===== src/rtl/clk_test_window_seq.sv =====
// clk_test_window_seq: clk_test-domain measurement sequencer for the clock-rate
// monitor. It synchronises start/stop toggle requests from the clk_ref domain and
// counts clk_test cycles inside each window. The captured count is held behind a
// valid/ack handshake. It also tracks min/max over windows and counts dropped
// requests.
module clk_test_window_seq #(
  parameter int CNT_W   = 24,
  parameter int SYNC_FF = 2,
  parameter int MISS_W  = 8
) (
  input  logic              clk_test,
  input  logic              async_reset_clk_test,
  input  logic              start_tgl,
  input  logic              stop_tgl,
  input  logic              result_ack,
  input  logic              clear_stats,
  output logic [CNT_W-1:0]  result,
  output logic              result_valid,
  output logic              busy,
  output logic              overflow,
  output logic [CNT_W-1:0]  min_cnt,
  output logic [CNT_W-1:0]  max_cnt,
  output logic [MISS_W-1:0] miss_cnt
);

  typedef enum logic [1:0] {
    ST_IDLE  = 2'd0,
    ST_COUNT = 2'd1,
    ST_HOLD  = 2'd2
  } state_e;

  localparam logic [CNT_W-1:0]  CNT_MAX  = '1;
  localparam logic [MISS_W:0]   MISS_MAX = {1'b0, {MISS_W{1'b1}}};

  // ---------------------------------------------------------------------------
  // Reset conditioning: assert asynchronously, release on a clk_test edge.
  // ---------------------------------------------------------------------------
  logic [1:0] rst_sync_q, rst_sync_d;
  logic       rst_int;

  assign rst_sync_d = {rst_sync_q[0], 1'b0};
  assign rst_int    = rst_sync_q[1];

  // Two-flop release synchroniser for the incoming asynchronous reset.
  always_ff @(posedge clk_test or posedge async_reset_clk_test) begin
    if (async_reset_clk_test) rst_sync_q <= 2'b11;
    else                      rst_sync_q <= rst_sync_d;
  end

  // ---------------------------------------------------------------------------
  // Toggle synchronisers and edge detect.
  // ---------------------------------------------------------------------------
  logic [SYNC_FF-1:0] start_sync_q, start_sync_d;
  logic [SYNC_FF-1:0] stop_sync_q,  stop_sync_d;
  logic               start_edge_q, start_edge_d;
  logic               stop_edge_q,  stop_edge_d;
  logic               start_ev, stop_ev;

  assign start_sync_d = {start_sync_q[SYNC_FF-2:0], start_tgl};
  assign stop_sync_d  = {stop_sync_q[SYNC_FF-2:0],  stop_tgl};
  assign start_edge_d = start_sync_q[SYNC_FF-1];
  assign stop_edge_d  = stop_sync_q[SYNC_FF-1];
  // A request is any level change seen at the end of the chain.
  assign start_ev     = start_sync_q[SYNC_FF-1] ^ start_edge_q;
  assign stop_ev      = stop_sync_q[SYNC_FF-1]  ^ stop_edge_q;

  // Synchroniser chains and edge registers.
  // NOTE: sequential state always uses non-blocking assignment so every flop samples pre-edge values.
  always_ff @(posedge clk_test or posedge rst_int) begin
    if (rst_int) begin
      start_sync_q <= '0;
      stop_sync_q  <= '0;
      start_edge_q <= 1'b0;
      stop_edge_q  <= 1'b0;
    end else begin
      start_sync_q <= start_sync_d;
      stop_sync_q  <= stop_sync_d;
      start_edge_q <= start_edge_d;
      stop_edge_q  <= stop_edge_d;
    end
  end

  // ---------------------------------------------------------------------------
  // Window FSM.
  // ---------------------------------------------------------------------------
  state_e            state_q, state_d;
  logic [CNT_W-1:0]  cnt_q, cnt_d;
  logic [CNT_W-1:0]  cnt_inc;
  logic              capture;
  logic              ack_take;
  logic [1:0]        miss_inc;

  assign cnt_inc = (cnt_q == CNT_MAX) ? cnt_q : cnt_q + CNT_W'(1);

  // Next-state, counter and per-edge event decode.
  // NOTE: every combinational output gets a default first so no path can infer a latch.
  always_comb begin
    state_d  = state_q;
    cnt_d    = cnt_q;
    capture  = 1'b0;
    ack_take = 1'b0;
    miss_inc = 2'd0;
    unique case (state_q)
      ST_IDLE: begin
        // Stop wins: a lone stop is a miss, and a start arriving with it is dropped too.
        if (stop_ev) begin
          miss_inc = start_ev ? 2'd2 : 2'd1;
        end else if (start_ev) begin
          state_d = ST_COUNT;
          cnt_d   = '0;
        end
      end
      ST_COUNT: begin
        cnt_d = cnt_inc;
        if (stop_ev) begin
          capture  = 1'b1;
          state_d  = ST_HOLD;
          miss_inc = {1'b0, start_ev};
        end else if (start_ev) begin
          cnt_d    = '0;
          miss_inc = 2'd1;
        end
      end
      ST_HOLD: begin
        miss_inc = {1'b0, start_ev & ~result_ack} + {1'b0, stop_ev};
        if (result_ack) begin
          ack_take = 1'b1;
          if (start_ev) begin
            state_d = ST_COUNT;
            cnt_d   = '0;
          end else begin
            state_d = ST_IDLE;
          end
        end
      end
      default: state_d = ST_IDLE;
    endcase
  end

  // ---------------------------------------------------------------------------
  // Result, statistics and miss counter.
  // ---------------------------------------------------------------------------
  logic [CNT_W-1:0]  result_q, result_d;
  logic              valid_q, valid_d;
  logic              ovf_q, ovf_d;
  logic [CNT_W-1:0]  min_q, min_d, min_base;
  logic [CNT_W-1:0]  max_q, max_d, max_base;
  logic [MISS_W-1:0] miss_q, miss_d, miss_base;
  logic [MISS_W:0]   miss_sum;

  // Capture/handshake and statistics update; clear_stats acts before a same-edge capture or miss.
  always_comb begin
    result_d  = result_q;
    valid_d   = valid_q;
    ovf_d     = ovf_q;
    min_base  = clear_stats ? CNT_MAX : min_q;
    max_base  = clear_stats ? '0 : max_q;
    min_d     = min_base;
    max_d     = max_base;
    miss_base = clear_stats ? '0 : miss_q;
    miss_sum  = {1'b0, miss_base} + (MISS_W + 1)'(miss_inc);
    miss_d    = (miss_sum > MISS_MAX) ? MISS_MAX[MISS_W-1:0] : miss_sum[MISS_W-1:0];
    if (capture) begin
      result_d = cnt_q;
      valid_d  = 1'b1;
      ovf_d    = (cnt_q == CNT_MAX);
      min_d    = (cnt_q < min_base) ? cnt_q : min_base;
      max_d    = (cnt_q > max_base) ? cnt_q : max_base;
    end else if (ack_take) begin
      valid_d  = 1'b0;
    end
  end

  // FSM, counter and output registers.
  always_ff @(posedge clk_test or posedge rst_int) begin
    if (rst_int) begin
      state_q  <= ST_IDLE;
      cnt_q    <= '0;
      result_q <= '0;
      valid_q  <= 1'b0;
      ovf_q    <= 1'b0;
      min_q    <= CNT_MAX;
      max_q    <= '0;
      miss_q   <= '0;
    end else begin
      state_q  <= state_d;
      cnt_q    <= cnt_d;
      result_q <= result_d;
      valid_q  <= valid_d;
      ovf_q    <= ovf_d;
      min_q    <= min_d;
      max_q    <= max_d;
      miss_q   <= miss_d;
    end
  end

  assign result       = result_q;
  assign result_valid = valid_q;
  assign busy         = (state_q == ST_COUNT);
  assign overflow     = ovf_q;
  assign min_cnt      = min_q;
  assign max_cnt      = max_q;
  assign miss_cnt     = miss_q;

endmodule


===== config.mk =====
export PLATFORM = sky130hd
export DESIGN_NAME = clk_test_window_seq
export DESIGN_NICKNAME = d
export VERILOG_FILES = /design/src/rtl/clk_test_window_seq.sv
export SDC_FILE = /design/constraint.sdc
export NUM_CORES = 1
export LEC_CHECK = 0
export BUFFER_PORTS_ARGS = -buffer_cell sky130_fd_sc_hd__buf_4
export CORE_ASPECT_RATIO = 0.8
export CORE_MARGIN = 4
export CORE_UTILIZATION = 35
export DETAILED_ROUTE_END_ITERATION = 10
export HOLD_SLACK_MARGIN = 0.05
export PLACE_DENSITY = 0.49
export SLEW_MARGIN = 20
export SYNTH_ARGS = -nofsm -noshare
export SYNTH_HDL_FRONTEND = slang
export SYNTH_SLANG_ARGS = --single-unit
export TNS_END_PERCENT = 10

===== constraint.sdc =====
create_clock -name clk_test -period 5.1 [get_ports clk_test]
set_input_delay 0.255 -clock clk_test [delete_from_list [all_inputs] [get_ports clk_test]]
set_output_delay 0.255 -clock clk_test [all_outputs]
set_load 0.01 [all_outputs]

==> results by group, run 1 <==
STA
  – Clock skew: 0.00703 ns
  – Slew @ Worst Pin: 1.04 ns
  – Final TNS setup: 0 ns
  – RSZ-0062 raised after global routing: false
  – Min setup slack post-route: 1.62 ns
  – Tcrit/Tclk final: 68.1%
  – Post-route minimum period: 3.48 ns
  – Final setup violating endpoints: 0
  – Fmax: 288 MHz
  – Fin. Hold Viols: 0
  – Slew margin rel.: 30.6%
  – Max-slew violation count: 0

Setup path
  – Critical path type: reg -> reg
  – Crit end category: register
  – Highest-delay cell along the critical path: a31oi_4
  – Depth of the most critical reg-to-reg path: 7
  – FF-to-FF setup slack: 1.62 ns
  – Startpoint types: register
  – R2r startpoint: cnt_q[23]
  – Slowest cell delay on critical path: 0.83 ns
  – Maximum fanout along the worst path: 17
  – CP required: 5.43 ns
  – Crit path DAT: 3.81 ns
  – Reg-to-reg endpoint: max_cnt[16]
  – Worst-path cell chain: ha_1 -> nand4_1 -> nor4_1 -> o31ai_1 -> a31oi_4 -> buf_4 -> mux2i_1

Routing
  – DR iter-0 viols: 230
  – ANT nets after route: 0
  – Vias per std cell: 5.09
  – DR vias: 4,720
  – Routed WL: 16,100 µm
  – Wire length per cell: 17.4 µm
  – Number of remaining DRC errors: 0
  – Initial DRT Pass Iterations: 4

Clock network
  – Htree depth: 4
  – CTS tree: yes
  – Later-pin clock latency in the skew report: 0.42 ns
  – CTS Buffer Depth: 2
  – Worst-path clk slew: 0.05 ns
  – CTS root buffer: clkbuf_16
  – Resized Gates After CTS: 0
  – CTS sink count: 116
  – CTS buffer count: 17

Cells and area
  – Layout fillers: 1,688
  – Non-Filler Instances: 928
  – Layout cells sized above 1: 22.9%
  – Layout Nets: 748
  – Cell area after layout: 7680 µm²
  – Area grow syn2layout: 23.6%
  – Antenna Cells: 0

Global route
  – Vias in the first global route: 4,890
  – Gr usage total: 16.9%
  – GRT overflow: 0
  – Largest net degree at the start of global routing: 76
  – First-pass GRT wire length: 26,500 µm
  – Initial antenna violation count: 0

Power
  – Leakage: 3.51 nW
  – Pwr dens: 386 nW/µm²
  – Max VDD drop: 0.216 mV
  – Total power draw: 2.96 mW

Yosys
  – Mapped Cells: 602
  – Distinct cell type count after synthesis: 50
  – Post-synth EDFFs: 0
  – Async SR Flop Fraction: 100%
  – Synthesis Warnings: 0
  – #FFs+latches synth: 116
  – Syn Area/Cell: 10.3 µm²
  – Largest area contributor in the netlist: dfrtp_1
  – Post-synthesis sequential area ratio: 47.2%
  – Syn_nets: 660
  – Post-synthesis instance area: 6220 µm²
  – Yosys top cell area share: 36.2%
  – Main synth FF type: dfrtp_1
  – Synth area leaders: dfrtp_1 36%, dfstp_2 11%, ha_1 10%, mux2i_1 7.6%, nor2_1 3.7%

Status
  – Outcome: completed

Place
  – GPL Wtd Cong: 0.810
  – Dpl cell area: 7050 µm²
  – Pre-CTS WS: 1.32 ns
  – Placed insts: 893
  – DP HPWL: 11,400 µm
  – Port buffer count: 88

Floorplan
  – Initial Util: 35.8%
  – Die ar.: 20,000 µm²
  – Core Rows: 43
  – Die X: 157 µm
  – IO Pins: 89
  – Core Box Area: 17,400 µm²
  – Die H: 127 µm

Run
  – Max_cap viols: 0

Hold path
  – HP Start: result_ack
  – Tightest Hold Check Type: in -> reg
  – Hold Path Depth: 2
  – Min-Delay Endpoint: state_q[1]
==> what timing repair did <==
item | in CTS | in global routing
hold endpoints to repair | 4 | 0
setup buffers | 0 | 0
hold buffers | 3 | 0
==> layout make-up <==
| type | count | area [µm²] | share of cell area, % |
|---|---|---|---|
| clock inverter | 9 | 126 | 1.65 |
| clock buffer | 23 | 478 | 6.22 |
| inverter | 29 | 111 | 1.45 |
| sequential | 116 | 2940 | 38.2 |
| multi-input combinational | 431 | 3030 | 39.4 |
| tap | 225 | 282 | 3.67 |
| timing repair buffer | 95 | 721 | 9.38 |
==> cell usage in the layout (no fill, tap or decap), drive strengths merged, types with 26 or more instances in the layout <==
cell,instances
buf,92
dfrtp,90
dfstp,26
ha,51
inv,29
mux2i,47
nand2,44
nand2b,28
nor2,62
o21ai,37
==> cell usage after synthesis (8+ instances only) <==
master and count:
nor2_1 62, nand4_1 23, a21oi_1 24, clkbuf_1 13, inv_1 29, nand3_1 17, ha_1 51, and3_1 8
nand2_1 42, dfrtp_1 90, nor3_1 8, nand2b_1 27, xnor2_1 24, o21ai_0 36, nor2b_1 8, dfstp_2 26
mux2i_1 47
==> worst max path at each step <==
stage,startpoint,to,cells past startpoint
after floorplan,rst_sync_q[1],cnt_q[0],1
after global placement,clear_stats,max_cnt[17],9
after detailed placement,clear_stats,max_cnt[23],9
after global routing,cnt_q[23],max_cnt[16],7
after CTS,cnt_q[23],max_cnt[16],7
final,cnt_q[23],max_cnt[16],7
==> critical path: cells and delay by family (launching register included) <==
family,cells,cell delay [ns]
DFF,1,0.47
AOI/OAI and AO/OA,2,1.08
buffers and inverters,1,0.34
adders and majority gates,1,0.37
muxes,1,0.22
and+or+nand+nor,2,0.91
==> report_power, final <==
group	total (mW)	switching, mW	internal (mW)	leakage (nW)
Combinational	0.596	0.340	0.256	1.71
Clock	1.23	0.422	0.804	0.297
Sequential	1.14	0.0808	1.06	1.50
==> layer usage <==
layer,track usage (%),part of all wire (%)
met5,0,0
met3,3.56,5.1
met2,24.4,44
met4,6.02,1.1
met1,25.1,50
==> logic make-up after synthesis <==
logic type                 synth area share [%]
AOI/OAI and AO/OA                          8.60
xor gates and xnor gates                   3.80
and+or+nand+nor                            17.7
DFF                                        47.2
adders and majority gates                  10.6
other                                    0.0603
muxes                                      7.93
buffers and inverters                      4.09
==> flip-flops by register name, indices dropped and copies added, names as in the netlist <==
register      count
rst_sync_q        2
cnt_q            24
result           24
start_sync_q      2
overflow          1
miss_cnt          8
state_q           2
min_cnt          24
stop_sync_q       2
max_cnt          24
result_valid      1
start_edge_q      1
stop_edge_q       1
==> stage by stage <==
stage | util, % | hold slack (ns)
after floorplan | - | 0.167
after global placement | 40.5 | 0.286
after detailed placement | 40.5 | 0.300
after CTS | 44.2 | 0.0548
after global routing | 44.2 | 0.0697
final | 44.2 | 0.0767
Note: power is estimated with default switching activity, not from simulation.
==> run 2: changes to the inputs <==
--- a/config.mk
+++ b/config.mk
@@ -5,6 +5,7 @@
 export SDC_FILE = /design/constraint.sdc
 export NUM_CORES = 1
 export LEC_CHECK = 0
+export ABC_AREA = 1
 export BUFFER_PORTS_ARGS = -buffer_cell sky130_fd_sc_hd__buf_4
 export CORE_ASPECT_RATIO = 0.8
 export CORE_MARGIN = 4
==> constraint.sdc (replaced) <==
create_clock -name clk_test -period 3.6 [get_ports clk_test]
set_input_delay 0.18 -clock clk_test [delete_from_list [all_inputs] [get_ports clk_test]]
set_output_delay 0.18 -clock clk_test [all_outputs]
set_load 0.01 [all_outputs]
==> run 2 against run 1 <==
Critical path depth increased by 6. Global-route usage increased by 2.1 points. Register-to-register slack got worse by 1.3 ns. Clock-buffer cell count decreased by 3. Critical endpoint is now miss_cnt[7].
==> results by group, run 2 <==
Setup path
  – Crit end category: register (unchanged)
  – Crit path DAT: 3.52 ns (was 3.81 ns)
  – Critical path type: reg -> reg (unchanged)
  – Startpoint types: register (unchanged)
  – FF-to-FF setup slack: 0.36 ns (was 1.62 ns)
  – Maximum fanout along the worst path: 9 (was 17)
  – Depth of the most critical reg-to-reg path: 13 (was 7)
  – CP required: 3.88 ns (was 5.43 ns)

Yosys
  – Synth area leaders: dfrtp_1 33%, nand2_1 16%, dfstp_2 9.9%, ha_1 9.2%, inv_1 5.4% (was dfrtp_1 36%, dfstp_2 11%, ha_1 10%, mux2i_1 7.6%, nor2_1 3.7%)
  – Post-synth EDFFs: 0 (unchanged)
  – Most frequent cell after synthesis: nand2_1 (was dfrtp_1)
  – Post-synthesis sequential area ratio: 42.5% (was 47.2%)
  – Synthesis Warnings: 0 (unchanged)
  – Async SR Flop Fraction: 100% (unchanged)
  – Post-synthesis instance area: 6900 µm² (was 6220 µm²)
  – Main synth FF type: dfrtp_1 (unchanged)
  – #FFs+latches synth: 116 (unchanged)
  – Syn Area/Cell: 7.71 µm² (was 10.3 µm²)
  – Mapped Cells: 895 (was 602)
  – Distinct cell type count after synthesis: 46 (was 50)
  – Yosys top cell area share: 32.6% (was 36.2%)
  – Most frequent cells after synthesis: 295 x nand2_1, 99 x inv_1, 90 x dfrtp_1 (was 90 x dfrtp_1, 62 x nor2_1, 51 x ha_1)
  – Syn_nets: 953 (was 660)
  – Largest area contributor in the netlist: dfrtp_1 (unchanged)

Global route
  – GRT overflow: 0 (unchanged)
  – First-pass GRT wire length: 32,400 µm (was 26,500 µm)
  – Met2 usage: 28.8% (was 24.4%)
  – GRT busiest layer: met2 (was met1)
  – Largest net degree at the start of global routing: 52 (was 76)
  – Initial antenna violation count: 0 (unchanged)
  – Met1 GRT Util: 27.8% (was 25.1%)
  – Met3 Usage GRT: 3.28% (was 3.56%)
  – Vias in the first global route: 5,850 (was 4,890)
  – Gr usage total: 19.0% (was 16.9%)

STA
  – Fmax: 309 MHz (was 288 MHz)
  – Final setup violating endpoints: 0 (unchanged)
  – Final TNS setup: 0 ns (unchanged)
  – Fin. Hold Viols: 0 (unchanged)
  – Hold WS: 0.340 ns (was 0.0767 ns)
  – Post-route minimum period: 3.24 ns (was 3.48 ns)
  – Slew margin rel.: 44.1% (was 30.6%)
  – Clock skew: 0.0110 ns (was 0.00703 ns)
  – Max-slew violation count: 0 (unchanged)
  – RSZ-0062 raised after global routing: false (unchanged)
  – Slew @ Worst Pin: 0.829 ns (was 1.04 ns)
  – Min setup slack post-route: 0.361 ns (was 1.62 ns)
  – Tcrit/Tclk final: 90.0% (was 68.1%)

Clock network
  – CTS sink count: 116 (unchanged)
  – Htree depth: 4 (unchanged)
  – CTS Buffer Depth: 2 (unchanged)
  – CTS root buffer: clkbuf_16 (unchanged)
  – CTS tree: yes (unchanged)
  – # hold bufs at CTS: 4 (was 3)
  – CTS buffer count: 17 (unchanged)
  – Worst-path clk slew: 0.06 ns (was 0.05 ns)
  – Resized Gates After CTS: 0 (unchanged)
  – Later-pin clock latency in the skew report: 0.42 ns (about the same)
  – Post-CTS Setup Inserts: 0 (unchanged)

Cells and area
  – Post-layout util: 44.2% (about the same)
  – Antenna Cells: 0 (unchanged)
  – Most common cell after layout, fill and taps aside: nand2_1 (was buf_4)
  – Area grow syn2layout: 22.7% (was 23.6%)
  – Cell area after layout: 8470 µm² (was 7680 µm²)
  – Non-Filler Instances: 1,261 (was 928)
  – Layout fillers: 1,992 (was 1,688)
  – Most frequent cells in the layout: 295 x nand2_1, 102 x buf_4, 98 x inv_1 (was 92 x buf_4, 90 x dfrtp_1, 62 x nor2_1)
  – Layout cells sized above 1: 19.8% (was 22.9%)
  – Layout Nets: 1,049 (was 748)

Place
  – Port buffer count: 88 (unchanged)
  – Pre-CTS WS: 0.360 ns (was 1.32 ns)
  – Dpl cell area: 7840 µm² (was 7050 µm²)
  – Placed insts: 1,226 (was 893)
  – DP HPWL: 14,300 µm (was 11,400 µm)
  – GPL Wtd Cong: 0.872 (was 0.810)

Floorplan
  – Initial Util: 36.0% (was 35.8%)
  – Die H: 134 µm (was 127 µm)
  – Die X: 165 µm (was 157 µm)
  – Die ar.: 22,000 µm² (was 20,000 µm²)
  – IO Pins: 89 (unchanged)
  – Core Rows: 45 (was 43)
  – Core Box Area: 19,100 µm² (was 17,400 µm²)

Power
  – Total power draw: 5.03 mW (was 2.96 mW)
  – Pwr dens: 594 nW/µm² (was 386 nW/µm²)
  – Leakage: 4.54 nW (was 3.51 nW)
  – Max VDD drop: 0.298 mV (was 0.216 mV)

Routing
  – Vias per std cell: 4.71 (was 5.09)
  – DR iter-0 viols: 402 (was 230)
  – Routed WL: 19,900 µm (was 16,100 µm)
  – Initial DRT Pass Iterations: 5 (was 4)
  – Number of remaining DRC errors: 0 (unchanged)
  – DR vias: 5,942 (was 4,720)
  – ANT nets after route: 0 (unchanged)
  – Wire length per cell: 15.8 µm (was 17.4 µm)

Hold path
  – Tightest Hold Check Type: in -> async (was in -> reg)

Run
  – Max_cap viols: 0 (unchanged)

Status
  – Outcome: completed (unchanged)
run 2: cell count changes after synthesis, sizes merged, moves of 7 or more:
cell    change
mux2i      -47
buf        +14
and3        -8
o21ai       +7
nor2       +18
inv        +77
xnor2      -22
nor2b       -7
clkbuf     -10
nand3      +55
nand2b     -28
nand2     +261
run 2: path summary, 6_finish.rpt:
check | startpoint | endpoint
max | stop_sync_q[1] | miss_cnt[7]
min | async_reset_clk_test | rst_sync_q[1]
max reg2reg | stop_sync_q[1] | miss_cnt[7]
min reg2reg | start_sync_q[0] | start_sync_q[1]
max in group asynchronous | rst_sync_q[1] | result[17]
min in group clk_test | clear_stats | min_cnt[20]
run 2: routing by layer:
| metal | up-vias | part of all wire (%) |
|---|---|---|
| met3 | 12 | 4.5 |
| met2 | 128 | 44 |
| met4 | 0 | 0.95 |
| li1 | 3054 | - |
| met5 | - | 0 |
| met1 | 2748 | 50 |
run 2: cells by family (layout without fill, tap and decap cells):
logic type,after synthesis,count (layout),synth area share [%]
compound gates,84,84,7.09
xor+xnor,11,11,1.51
fa+ha+maj,52,52,9.54
buf+inv,140,248,8.54
flops,116,116,42.5
other cells,1,1,0.0543
simple gates,491,491,30.7
run 2: final cells by class:
cell class	count	area (µm²)	share of cell area [%]
repair buffers	107	826	9.75
multi-input cells	639	3380	39.9
flip-flops and latches	116	2940	34.7
clock buffers	20	457	5.39
inverters	110	419	4.95
well taps	258	323	3.81
clock inverters	11	134	1.58
run 2: critical path: stages (launching register included):
cell and delay [ns]:
dfrtp_1 0.39, inv_1 0.06, nand2_1 0.07, nand2_2 0.12, clkinv_1 0.22, ha_1 0.35, a22oi_1 0.16, o21ai_0 0.28
ha_1 0.33, fa_1 0.42, nand4_1 0.13, nand3b_1 0.15, nand3b_1 0.30, nand3_1 0.12
run 2: power breakdown:
group | switching, mW | internal (mW) | leakage, nW
combinational | 0.992 | 0.529 | 2.75
sequential | 0.173 | 1.61 | 1.50
clock | 0.622 | 1.11 | 0.289
==> run 3: changes to the inputs <==
--- a/config.mk
+++ b/config.mk
@@ -7,12 +7,14 @@
 export LEC_CHECK = 0
 export ABC_AREA = 1
 export BUFFER_PORTS_ARGS = -buffer_cell sky130_fd_sc_hd__buf_4
+export CELL_PAD_IN_SITES_DETAIL_PLACEMENT = 0
+export CELL_PAD_IN_SITES_GLOBAL_PLACEMENT = 1
 export CORE_ASPECT_RATIO = 0.8
 export CORE_MARGIN = 4
 export CORE_UTILIZATION = 35
 export DETAILED_ROUTE_END_ITERATION = 10
 export HOLD_SLACK_MARGIN = 0.05
-export PLACE_DENSITY = 0.49
+export PLACE_DENSITY = 0.64
 export SLEW_MARGIN = 20
 export SYNTH_ARGS = -nofsm -noshare
 export SYNTH_HDL_FRONTEND = slang
==> run 3 against run 2 <==
Clock power rose by 6%. Sequential share of layout area decreased by 0.18 points. First-iteration DRC count grew 3.0%. Combinational power barely moved. Maximum frequency grew 1.9%. Sequential power about the same. Critical path depth is the same. Clock skew fell by 0.0012 ns. Via count down 0.25%. Total power increased by 2.1%. Hold slack got worse by 0.10 ns. Cell area grew 0.53%. Critical endpoint unchanged. Largest power group is now the clock network. Highest routed layer unchanged.
==> results by group, run 3 (synthesized netlist as in run 2, its figures left out) <==
Place
  – Port buffer count: 88 (unchanged)
  – Dpl cell area: 7840 µm² (unchanged)
  – GPL Wtd Cong: 0.814 (was 0.872)
  – DP HPWL: 14,800 µm (was 14,300 µm)
  – Placed insts: 1,226 (unchanged)

Clock network
  – CTS root buffer: clkbuf_16 (unchanged)
  – Htree depth: 4 (unchanged)
  – CTS sink count: 116 (unchanged)
  – Worst-path clk slew: 0.05 ns (was 0.06 ns)
  – CTS tree: yes (unchanged)
  – CTS buffer count: 17 (unchanged)
  – Later-pin clock latency in the skew report: 0.43 ns (was 0.42 ns)
  – CTS Buffer Depth: 2 (unchanged)

Routing
  – DR vias: 5,927 (was 5,942)
  – Wire length per cell: 16.2 µm (was 15.8 µm)
  – Routed WL: 20,500 µm (was 19,900 µm)
  – ANT nets after route: 0 (unchanged)
  – Initial DRT Pass Iterations: 5 (unchanged)
  – DR iter-0 viols: 414 (was 402)
  – Vias per std cell: 4.70 (was 4.71)
  – Number of remaining DRC errors: 0 (unchanged)

Global route
  – Initial antenna violation count: 0 (unchanged)
  – GRT overflow: 0 (unchanged)
  – Gr usage total: 19.6% (was 19.0%)
  – Largest net degree at the start of global routing: 67 (was 52)
  – Vias in the first global route: 5,869 (was 5,850)
  – First-pass GRT wire length: 33,200 µm (was 32,400 µm)

Setup path
  – Depth of the most critical reg-to-reg path: 13 (unchanged)
  – Slowest cell delay on critical path: 0.42 ns (about the same)
  – Top delay family on crit path: adder cells (unchanged)
  – Worst-path cell chain: inv_1 -> nand2_1 -> nand2_2 -> clkinv_1 -> ha_1 -> a22oi_1 -> o21ai_0 -> ha_1 -> fa_1 -> nand4_1 -> nand3b_1 -> nand3b_1 -> nand3_1 (unchanged)
  – Maximum fanout along the worst path: 9 (unchanged)
  – Crit end category: register (unchanged)
  – Critical path type: reg -> reg (unchanged)
  – Highest-delay cell along the critical path: fa_1 (unchanged)
  – Levels on crit path: 13 (unchanged)
  – Crit path DAT: 3.48 ns (was 3.52 ns)
  – Startpoint types: register (unchanged)
  – WP buf/inv: 2 (unchanged)
  – CP required: 3.90 ns (was 3.88 ns)

Floorplan
  – Die X: 165 µm (unchanged)
  – Core Box Area: 19,100 µm² (unchanged)
  – Initial Util: 36.0% (unchanged)
  – Die H: 134 µm (unchanged)
  – Core Rows: 45 (unchanged)
  – Die ar.: 22,000 µm² (unchanged)
  – IO Pins: 89 (unchanged)

Cells and area
  – Layout cells sized above 1: 20.0% (was 19.8%)
  – Layout fillers: 1,971 (was 1,992)
  – Most frequent cells in the layout: 295 x nand2_1, 102 x buf_4, 98 x inv_1 (unchanged)
  – Layout Nets: 1,049 (unchanged)
  – Antenna Cells: 0 (unchanged)
  – Area grow syn2layout: 23.4% (was 22.7%)
  – Non-Filler Instances: 1,262 (was 1,261)
  – Post-layout util: 44.5% (was 44.2%)
  – Most common cell after layout, fill and taps aside: nand2_1 (unchanged)
  – Cell area after layout: 8510 µm² (was 8470 µm²)

STA
  – RSZ-0062 raised after global routing: false (unchanged)
  – Final TNS setup: 0 ns (unchanged)
  – Fin. Hold Viols: 0 (unchanged)
  – Max-slew violation count: 0 (unchanged)
  – Final setup violating endpoints: 0 (unchanged)
  – Post-route minimum period: 3.18 ns (was 3.24 ns)
  – Slew @ Worst Pin: 0.869 ns (was 0.829 ns)
  – Fmax: 315 MHz (was 309 MHz)
  – Clock skew: 0.00985 ns (was 0.0110 ns)
  – Slew margin rel.: 41.5% (was 44.1%)
  – Tcrit/Tclk final: 88.3% (was 90.0%)

Run
  – Max_cap viols: 0 (unchanged)

Power
  – Max VDD drop: 0.388 mV (was 0.298 mV)
  – Leakage: 4.55 nW (was 4.54 nW)
  – Pwr dens: 603 nW/µm² (was 594 nW/µm²)

Status
  – Outcome: completed (unchanged)

Hold path
  – Tightest Hold Check Type: in -> reg (was in -> async)
  – Hold Path Depth: 4
-- run 3: changes by cell type in the layout (fill, tap and decap cells not counted), sizes merged --
cell      previous run  this run
bufinv               3         4
clkinv              10         9
clkinvlp             2         3
-- run 3: final timing paths --
path / start / endpoint / slack [ns]
max reg2reg: stop_sync_q[1] / miss_cnt[7] / 0.42
min reg2reg: start_sync_q[0] / start_sync_q[1] / 0.35
max in group asynchronous: rst_sync_q[1] / cnt_q[4] / 2.42
min in group asynchronous: async_reset_clk_test / rst_sync_q[1] / 0.33
max: stop_sync_q[1] / miss_cnt[7] / 0.42
min: clear_stats / max_cnt[0] / 0.24
-- run 3: where the power goes --
group | switching [mW] | total [mW] | internal (mW)
logic | 0.995 | 1.52 | 0.526
clock network | 0.644 | 1.84 | 1.19
registers | 0.172 | 1.78 | 1.61
-- run 3: through the flow --
step | hold slack, ns | setup slack [ns] | power, mW
2_1_floorplan | 0.0915 | 0.289 | 2.72
3_3_place_gp | 0.216 | 0.500 | 3.35
3_5_place_dp | 0.224 | 0.444 | 3.35
5_1_grt | 0.269 | 0.0527 | 5.46
4_1_cts | 0.231 | 0.418 | 5.22
6_report | 0.236 | 0.421 | 5.14
-- run 3: area by class of cell --
cell class	count	area, µm²	area share [%]
inverter	110	419	4.92
multi-input combinational	639	3380	39.6
tap	258	323	3.79
clock inverter	12	179	2.10
timing repair buffer	107	826	9.70
clock buffer	20	457	5.36
sequential	116	2940	34.5
-- run 3: timing repair --
action,4_1_cts,5_1_grt
resized for setup,0,0
endpoints found under the hold margin,6,0
hold buffers,4,0
buffers inserted,0,0
-- run 3: worst reg2reg max path, delay by kind of cell (launching register included) --
family / cells / cell delay (ns)
buf+inv: 2 / 0.27
flops: 1 / 0.40
fa+ha+maj: 3 / 1.10
compound gates: 2 / 0.42
simple gates: 6 / 0.87
-- run 3: per-layer routing --
| metal | share of wire [%] | wire (µm) | global-route usage (%) |
|---|---|---|---|
| met5 | 0 | 0 | 0 |
| met4 | 1.4 | 278 | 5.45 |
| met3 | 4.8 | 988 | 3.99 |
| met2 | 44 | 9090 | 29.8 |
| met1 | 49 | 10100 | 28.1 |
